--- src/rtl/tictactoe_board_ctrl_if.sv ---
// Move handshake between a move source (master) and the tic-tac-toe board controller (slave).
// A move transfers on a clock edge where move_valid and move_ready are both high.
interface tictactoe_board_ctrl_if;
  logic       move_valid;
  logic [3:0] move_pos;
  logic       move_ready;
  logic       move_ack;
  logic       move_err;

  modport master (
    output move_valid, move_pos,
    input  move_ready, move_ack, move_err
  );

  modport slave (
    input  move_valid, move_pos,
    output move_ready, move_ack, move_err
  );
endinterface

--- src/rtl/tictactoe_board_ctrl.sv ---
// Tic-tac-toe board owner: accepts moves over a valid/ready handshake, alternates
// players and resolves win/draw in a registered CHECK cycle after each accepted move.
module tictactoe_board_ctrl #(
  parameter logic [1:0] FIRST_PLAYER = 2'b01
) (
  input  logic                        clk,
  input  logic                        rst_n,
  input  logic                        new_game,
  tictactoe_board_ctrl_if.slave       mif,
  output logic [1:0]                  b0,
  output logic [1:0]                  b1,
  output logic [1:0]                  b2,
  output logic [1:0]                  b3,
  output logic [1:0]                  b4,
  output logic [1:0]                  b5,
  output logic [1:0]                  b6,
  output logic [1:0]                  b7,
  output logic [1:0]                  b8,
  output logic [1:0]                  turn,
  output logic [3:0]                  move_count,
  output logic                        game_over,
  output logic [1:0]                  winner,
  output logic                        draw
);

  typedef enum logic [1:0] {
    S_PLAY  = 2'd0,
    S_CHECK = 2'd1,
    S_OVER  = 2'd2
  } state_t;

  state_t          state_q, state_d;
  logic [8:0][1:0] board_q, board_d;
  logic [1:0]      turn_q, turn_d;
  logic [3:0]      count_q, count_d;
  logic            ack_q, ack_d;
  logic            err_q, err_d;
  logic [1:0]      winner_q, winner_d;
  logic            draw_q, draw_d;
  logic            legal;

  // True when player p owns any of the 8 winning lines of board b.
  function automatic logic line_won(input logic [8:0][1:0] b, input logic [1:0] p);
    logic [8:0] m;
    for (int i = 0; i < 9; i++) m[i] = (b[i] == p);
    return (m[0] & m[1] & m[2]) | (m[3] & m[4] & m[5]) | (m[6] & m[7] & m[8]) |
           (m[0] & m[3] & m[6]) | (m[1] & m[4] & m[7]) | (m[2] & m[5] & m[8]) |
           (m[0] & m[4] & m[8]) | (m[2] & m[4] & m[6]);
  endfunction

  function automatic logic [1:0] other_player(input logic [1:0] p);
    return (p == 2'b01) ? 2'b10 : 2'b01;
  endfunction

  // Positions above 8 never match a cell, so they stay illegal.
  always_comb begin
    legal = 1'b0;
    for (int i = 0; i < 9; i++)
      if (mif.move_pos == 4'(i)) legal = (board_q[i] == 2'b00);
  end

  always_comb begin
    state_d  = state_q;
    board_d  = board_q;
    turn_d   = turn_q;
    count_d  = count_q;
    ack_d    = 1'b0;
    err_d    = 1'b0;
    winner_d = winner_q;
    draw_d   = draw_q;

    if (new_game) begin
      state_d  = S_PLAY;
      board_d  = '0;
      turn_d   = FIRST_PLAYER;
      count_d  = 4'd0;
      winner_d = 2'b00;
      draw_d   = 1'b0;
    end else begin
      unique case (state_q)
        S_PLAY: begin
          if (mif.move_valid) begin
            if (legal) begin
              for (int i = 0; i < 9; i++)
                if (mif.move_pos == 4'(i)) board_d[i] = turn_q;
              count_d = count_q + 4'd1;
              ack_d   = 1'b1;
              state_d = S_CHECK;
            end else begin
              err_d = 1'b1;
            end
          end
        end
        // turn_q still names the player who just moved; a win beats a full board.
        S_CHECK: begin
          if (line_won(board_q, turn_q)) begin
            state_d  = S_OVER;
            winner_d = turn_q;
          end else if (count_q == 4'd9) begin
            state_d = S_OVER;
            draw_d  = 1'b1;
          end else begin
            state_d = S_PLAY;
            turn_d  = other_player(turn_q);
          end
        end
        S_OVER:  state_d = S_OVER;
        default: state_d = S_PLAY;
      endcase
    end
  end

  always_ff @(posedge clk or negedge rst_n) begin
    if (!rst_n) begin
      state_q  <= S_PLAY;
      board_q  <= '0;
      turn_q   <= FIRST_PLAYER;
      count_q  <= 4'd0;
      ack_q    <= 1'b0;
      err_q    <= 1'b0;
      winner_q <= 2'b00;
      draw_q   <= 1'b0;
    end else begin
      state_q  <= state_d;
      board_q  <= board_d;
      turn_q   <= turn_d;
      count_q  <= count_d;
      ack_q    <= ack_d;
      err_q    <= err_d;
      winner_q <= winner_d;
      draw_q   <= draw_d;
    end
  end

  assign mif.move_ready = (state_q == S_PLAY);
  assign mif.move_ack   = ack_q;
  assign mif.move_err   = err_q;
  assign game_over      = (state_q == S_OVER);
  assign winner         = winner_q;
  assign draw           = draw_q;
  assign turn           = turn_q;
  assign move_count     = count_q;

  assign b0 = board_q[0];
  assign b1 = board_q[1];
  assign b2 = board_q[2];
  assign b3 = board_q[3];
  assign b4 = board_q[4];
  assign b5 = board_q[5];
  assign b6 = board_q[6];
  assign b7 = board_q[7];
  assign b8 = board_q[8];

endmodule

--- src/flat_wrapper.sv ---
// flat-port wrapper written by rule: the top's interface ports become plain ports
module tictactoe_board_ctrl_flat 
#(
  parameter logic [1:0] FIRST_PLAYER = 2'b01
)
  (clk, rst_n, new_game, b0, b1, b2, b3, b4, b5, b6, b7, b8, turn, move_count, game_over, winner, draw, mif_move_valid, mif_move_pos, mif_move_ready, mif_move_ack, mif_move_err);
  tictactoe_board_ctrl_if mif_i ();
  input  logic clk;
  input  logic rst_n;
  input  logic new_game;
  output logic [1:0] b0;
  output logic [1:0] b1;
  output logic [1:0] b2;
  output logic [1:0] b3;
  output logic [1:0] b4;
  output logic [1:0] b5;
  output logic [1:0] b6;
  output logic [1:0] b7;
  output logic [1:0] b8;
  output logic [1:0] turn;
  output logic [3:0] move_count;
  output logic game_over;
  output logic [1:0] winner;
  output logic draw;
  input wire logic [$bits(mif_i.move_valid)-1:0] mif_move_valid;
  input wire logic [$bits(mif_i.move_pos)-1:0] mif_move_pos;
  output wire logic [$bits(mif_i.move_ready)-1:0] mif_move_ready;
  output wire logic [$bits(mif_i.move_ack)-1:0] mif_move_ack;
  output wire logic [$bits(mif_i.move_err)-1:0] mif_move_err;
  assign mif_i.move_valid = mif_move_valid;
  assign mif_i.move_pos = mif_move_pos;
  assign mif_move_ready = mif_i.move_ready;
  assign mif_move_ack = mif_i.move_ack;
  assign mif_move_err = mif_i.move_err;
  tictactoe_board_ctrl #(.FIRST_PLAYER(FIRST_PLAYER)) u_core (.clk(clk), .rst_n(rst_n), .new_game(new_game), .mif(mif_i), .b0(b0), .b1(b1), .b2(b2), .b3(b3), .b4(b4), .b5(b5), .b6(b6), .b7(b7), .b8(b8), .turn(turn), .move_count(move_count), .game_over(game_over), .winner(winner), .draw(draw));
endmodule
--- config.mk ---
export PLATFORM = sky130hd
export DESIGN_NAME = tictactoe_board_ctrl_flat
export DESIGN_NICKNAME = d
export VERILOG_FILES = /design/src/rtl/tictactoe_board_ctrl_if.sv /design/src/rtl/tictactoe_board_ctrl.sv /design/src/flat_wrapper.sv
export SDC_FILE = /design/constraint.sdc
export NUM_CORES = 1
export LEC_CHECK = 0
export ABC_AREA = 1
export BUFFER_PORTS_ARGS = -buffer_cell sky130_fd_sc_hd__clkbuf_2
export CORE_UTILIZATION = 55
export CTS_BUF_LIST = sky130_fd_sc_hd__clkbuf_8 sky130_fd_sc_hd__clkbuf_16
export DETAILED_ROUTE_END_ITERATION = 8
export PLACE_DENSITY = 0.79
export SYNTH_ARGS = -nofsm -noshare
export SYNTH_HDL_FRONTEND = slang
export SYNTH_SLANG_ARGS = --single-unit
export TNS_END_PERCENT = 10
--- constraint.sdc ---
create_clock -name clk -period 1.9 [get_ports clk]
set_input_delay 0.19 -clock clk [delete_from_list [all_inputs] [get_ports clk]]
set_output_delay 0.19 -clock clk [all_outputs]
set_load 0.03 [all_outputs]
======== Word-level counts from Yosys, hierarchy flattened ========
Cells that the tools add are included.
storage, ports and cells
  register bits after elaboration ......... 31
  input bits .............................. 8
  output and inout port bits .............. 31
  logic and storage cells ................. 157
cells by class
  add/subtract/negate cells ............... 1
  equality and inequality tests ........... 25
  muxes and demuxes ....................... 52
  bitwise logic cells ..................... 23
  reduce and logical (&&, ||, !) cells .... 40
operators by type and width
  cell                                                  number
  two-way mux 18 bit                                    4
  two-way mux 2 bit                                     22
  AND reduction 4 bit                                   9
  nonzero test 2 bit                                    15
  two-way mux 1 bit                                     21
  logical NOT 2 bit                                     10
  equality test 2 bit                                   9
  bitwise AND 1 bit                                     16
  equality test 4 x 3 -> 1 bit (second input constant)  4
  two-way mux 4 bit                                     4
  AND reduction 3 bit                                   3
  equality test 4 x 2 -> 1 bit (second input constant)  2
  equality test 4 bit (second input constant)           2
  OR 1 bit                                              7
  one-hot mux 2 bit (3 select lines)                    1
  adder 4 x 1 -> 4 bit (second input constant)          1
  equality test 2 x 1 -> 1 bit (second input constant)  2
  equality test 4 x 1 -> 1 bit (second input constant)  1
  logical NOT 4 bit                                     1
  != test 2 bit (second input constant)                 2
  AND reduction 2 bit                                   2
  != test 3 x 2 -> 1 bit (second input constant)        1
  != test 3 bit (second input constant)                 1
  equality test 2 bit (second input constant)           1

======== Longest topological paths before layout ========
  depth after elaboration ................. 14
  depth in mapped cells ................... 13
  mapped depth without buffers ............ 12

======== Worst setup path after synthesis ========
No wires, ideal clock.
  path kind ............................... reg-to-reg
  start point ............................. register u_core.state_q[1]
  end point ............................... register u_core.board_q, in the netlist u_core.b6[1]
  library setup time ...................... 0.118 ns
  arrival ................................. 1.731 ns
  required time ........................... 1.782 ns
  setup slack ............................. 0.051 ns
  stages on the path, launching flop included .. 7
  buffers on the path ..................... 0
  period minus slack after synthesis ...... 1.849 ns
  cells stage by stage .................... dfrtp_1 > nor2_1 > clkinv_1 > o21ai_0 > nand3_2 > nand2_1 > nand2_1
on the way
  word-level cells in the longest chain between the ends .. 3
ends and longest elaborated chain
  what                                  RTL line                     text
  from (decl)                           tictactoe_board_ctrl.sv:32   state_t state_q, state_d;
  from (signal assigned)                tictactoe_board_ctrl.sv:124  state_q <= state_d;
  logical NOT 2 bit                     n/a
  named net mif_move_ready              flat_wrapper.sv:27           output wire logic [$bits(mif_i.move_ready)-1:0] mif_move_ready;
  nonzero test 2 bit (no source line)   n/a
  AND reduction 4 bit (no source line)  n/a
  to (signal assigned)                  tictactoe_board_ctrl.sv:125  board_q <= board_d;
  to (decl)                             tictactoe_board_ctrl.sv:33   logic [8:0][1:0] board_q, board_d;
The timed path passes the listed nets, and every way through them passes these cells.
A chain may end at the register's enable or synchronous reset.

======== Final worst setup path ========
  start point ............................. register u_core.turn_q[0] (netlist: u_core.turn[0])
  end point ............................... register u_core.winner_q[1] (netlist: u_core.winner[1])
on the way
  word-level cells in the longest chain between the ends .. 12
  elaborated cells between the ends (all ways) .. 34
  those cells by class .................... eq/ne: 9; bitwise: 23; reduce/logical: 2
ends and longest elaborated chain
  what                                      RTL line                     text
  from (decl)                               tictactoe_board_ctrl.sv:34   logic [1:0] turn_q, turn_d;
  from (signal assigned)                    tictactoe_board_ctrl.sv:126  turn_q <= turn_d;
  equality test 2 bit                       tictactoe_board_ctrl.sv:45   for (int i = 0; i < 9; i++) m[i] = (b[i] == p);
  bitwise AND 1 bit (2 in series)           tictactoe_board_ctrl.sv:46   return (m[0] & m[1] & m[2]) | (m[3] & m[4] & m[5]) | (m[6] & m[7] & m[8]) |
  OR 1 bit (3 in series)                    tictactoe_board_ctrl.sv:46
  OR 1 bit (3 in series)                    tictactoe_board_ctrl.sv:47   (m[0] & m[3] & m[6]) | (m[1] & m[4] & m[7]) | (m[2] & m[5] & m[8]) |
  OR 1 bit (*)                              tictactoe_board_ctrl.sv:48   (m[0] & m[4] & m[8]) | (m[2] & m[4] & m[6]);
  nonzero test 2 bit (no source line) (*)   n/a
  AND reduction 2 bit (no source line) (*)  n/a
  to (signal assigned)                      tictactoe_board_ctrl.sv:130  winner_q <= winner_d;
  to (decl)                                 tictactoe_board_ctrl.sv:38   logic [1:0] winner_q, winner_d;
Every way passes the cells marked *; elsewhere a longest branch is shown, timed or not.

==> flow_metrics.py <==
metrics = {
    "synthesis": {
        "synth_nets": 288,
        "synth.top_cell.area_share": 0.362,
        "synth_top_family_by_area": "simple AND/OR/NAND/NOR gates",
        "synth_top_area_cell": "dfrtp_1",
        "ys_warn_count": 0,
        "synthXorXnorAreaFrac": 0.0802,
        "synthTopCellsByArea": "dfrtp_1 (36%), nand2_1 (14%), xor2_1 (8.0%), nand4_1 (6.9%), nand3_1 (5.8%)",
        "synth.area.mux_share": 0,
        "synth_compound_area_frac": 0.0507,
        "synth.cell_area_mm2": 0.00207,
        "yosys.area_share.simple": 0.399,
        "postSynthAreaPerCell_um2": 7.46,
        "synth-adder-area-share": 0.0121,
        "yosysSeqAreaShare": 0.375,
        "ys_ff_latch": 31,
        "synth_cells": 278,
        "synth.distinct_cells": 31,
    },
    "finish": {
        "multi_input_area_mm2": 0.00114,
        "drive_gt1_frac": 0.249,
        "area_growth_pct": 16.6,
        "nets": 330,
        "fin_cells": 367,
        "final_core_util": 0.698,
        "fillers": 316,
        "register_area_um2": 781,
        "n_antenna_cell": 0,
    },
    "detailed_routing": {
        "wl_per_cell_um": 12.8,
        "drt-pass1-iter-count": 4,
        "wl_mm": 4.68,
        "first_iter_violations": 91,
        "vias": 1923,
        "viasPerCell": 5.24,
        "drc": 0,
        "antenna_left": 0,
    },
    "sta": {
        "hold_ws_ps": 174,
        "finalCritPeriodShare": 0.958,
        "hold_violations": 0,
        "worstMarginPinSlew_ps": 735,
        "setup_viol": 0,
        "slew_headroom": 0.510,
        "fin_crit_ps": 1820,
        "max_clock_freq_mhz": 549,
        "slew_violations": 0,
        "finClkSkew_ps": 1.97,
        "rsz0062_at_grt": "true",
    },
    "cts": {
        "cts_buffers": 5,
        "cts_root_buffer": "clkbuf_8",
        "numClockSinks": 31,
        "clk_pin_slew_ps": 60,
        "cts_tree": "yes",
        "post_cts_buffers": 0,
        "h-tree-depth": 2,
        "clk_latency_ps": 280,
        "clockBufferDepth": 2,
    },
    "place": {
        "port_buffers": 38,
        "gp_congestion": 0.952,
        "dp_cells": 358,
        "place_hpwl_mm": 3.45,
    },
    "global_routing": {
        "grt_pass1_wl_mm": 7.88,
        "grt_max_degree": 32,
        "overflow": 0,
        "grt_pass1_vias": 1755,
        "antenna_found_initial": 0,
        "globalRouteTotalUtil": 0.257,
    },
    "worst_setup_path": {
        "path_cells": "xor2_1 -> nor2_2 -> nand2_1 -> nand2_2 -> nand2_2 -> nand3_2 -> o21ai_4 -> nand2_2 -> nand2_1 -> nand2_1",
        "arrival_ps": 2000,
        "slowest_delay_ps": 730,
        "rr_startpoint": "u_core.turn[0]",
        "cp_slowest_cell": "dfstp_4",
        "r2r_cells": 10,
        "crit_path_start_kind": "flop",
        "worstSetupEndpointType": "flop",
        "worstReg2RegEnd": "u_core.winner[1]",
        "critical_path_required_ps": 2070,
        "rrSetupSlack_ps": 80,
        "worstSetupPathType": "flop to flop",
        "path_max_fanout": 13,
    },
    "die": {
        "fp.dieH_um": 63.4,
        "design.die.area_mm2": 0.00402,
        "design.core.area_mm2": 0.00347,
        "start_util": 0.598,
        "die_w_um": 63.4,
        "ioPinCount": 39,
        "rows": 21,
    },
    "min_path": {
        "hold_path_class": "input port to flop",
        "hold_depth": 2,
        "worstHoldStart": "new_game",
        "hold_path_end": "u_core.draw",
    },
    "power": {
        "p_seq_frac": 0.313,
        "combinationalPowerShare": 0.535,
        "p_clk_frac": 0.152,
        "p_leak_nw": 1.36,
        "p_total_mw": 3.43,
        "ir_drop_uv": 750,
        "power.switching_mw": 1.70,
        "intPower_mw": 1.73,
        "powerDensity_mw_per_mm2": 1420,
        "p_sw_frac": 0.495,
    },
    "outcome": {
        "run_status": "finished, final reports clean",
    },
    "flow_run": {
        "max_cap_violations": 0,
    },
}
[per-stage QoR]
| step | setup TNS (ps) | worst slack, ps | cell area (um^2) |
|---|---|---|---|
| final | 0 | 78.9 | 2420 |
| after global placement | 0 | 94.9 | 2300 |
| after detailed placement | 0 | 58.5 | 2300 |
| after global routing | -64.6 | -15.9 | 2420 |
| after CTS | 0 | 32.9 | 2400 |
| after floorplan | 0 | 51.2 | 2070 |
[logic make-up (layout without fill, tap and decap cells)]
kind of cell | count (synthesis) | count (layout)
XOR/XNOR | 19 | 19
AND/OR/NAND/NOR | 171 | 171
flip-flops | 31 | 31
AO/OA/AOI/OAI | 17 | 17
adder cells (fa/ha/maj) | 2 | 2
buffers and inverters | 38 | 81
[power by group through the flow]
stage | clock network (mW) | logic (mW) | registers, mW
CTS | 0.536 | 1.79 | 1.07
finish | 0.520 | 1.84 | 1.07
global placement | 0 | 1.76 | 1.07
detailed placement | 0 | 1.78 | 1.08
floorplan | 0 | 1.09 | 1.34
global route | 0.569 | 2.02 | 1.10
[layer usage]
layer	vias to the layer above	routed length [um]	track usage
li1	993	-	-
met1	879	2170	0.334
met2	42	2190	0.411
met3	9	235	0.0543
met4	0	82	0.108
met5	-	0	0
[placed cells by master (no fill, tap or decap), types with 7 or more instances in the layout]
cell type / count
nand4_1: 23
dfrtp_1: 30
clkbuf_2: 38
xor2_1: 19
inv_1: 23
nand2_1: 77
nand3_1: 24
buf_4: 7
nor2_1: 25
o21ai_0: 8
[worst max path at each step]
stage / slack, ps / to / cells after the start / startpoint
floorplan: 50 / u_core.b6[1] / 6 / u_core.state_q[1]
detailed placement: 60 / u_core.winner[0] / 10 / u_core.turn[0]
CTS: 30 / u_core.winner[1] / 10 / u_core.turn[0]
finish: 80 / u_core.winner[1] / 10 / u_core.turn[0]
global placement: 90 / u_core.winner[1] / 10 / u_core.turn[0]
global route: -20 / u_core.turn[0] / 10 / u_core.turn[0]
[flip-flops by register name, summed over array words and instances (netlist names)]
register             count
u_core.b5                2
u_core.b8                2
u_core.b2                2
u_core.winner            2
u_core.mif.move_err      1
u_core.b0                2
u_core.b4                2
u_core.draw              1
u_core.move_count        4
u_core.b1                2
u_core.mif.move_ack      1
u_core.turn              2
u_core.b3                2
u_core.state_q           2
u_core.b6                2
u_core.b7                2
[repair_timing]
action                     CTS  global route
hold endpoints to repair    30             0
setup endpoints to repair    0             5
hold buffers                 1             0
resized for setup            0             4
[final cells by class]
| class | count | share of cell area |
|---|---|---|
| multi-input combinational | 209 | 0.469 |
| inverter | 27 | 0.0419 |
| tap | 46 | 0.0238 |
| timing repair buffer | 46 | 0.104 |
| clock inverter | 2 | 0.00362 |
| sequential | 31 | 0.323 |
| clock buffer | 6 | 0.0341 |
[synth_stat cells, drive strengths merged]
cell type / instances
a21oi: 4
buf: 8
clkbuf: 3
clkinv: 1
dfrtp: 30
dfstp: 1
ha: 2
inv: 26
nand2: 82
nand3: 29
nand4: 24
nor2: 32
nor3: 1
nor4: 1
o21a: 1
o21ai: 11
o31ai: 1
or2: 2
xor2: 19
[worst max-delay path: cells and delay by family (launching register included)]
kind | cells | cell delay, ps
flops | 1 | 730
simple gates | 8 | 580
compound gates | 1 | 200
xor+xnor | 1 | 210
Note: power is estimated with default switching activity, not from simulation.
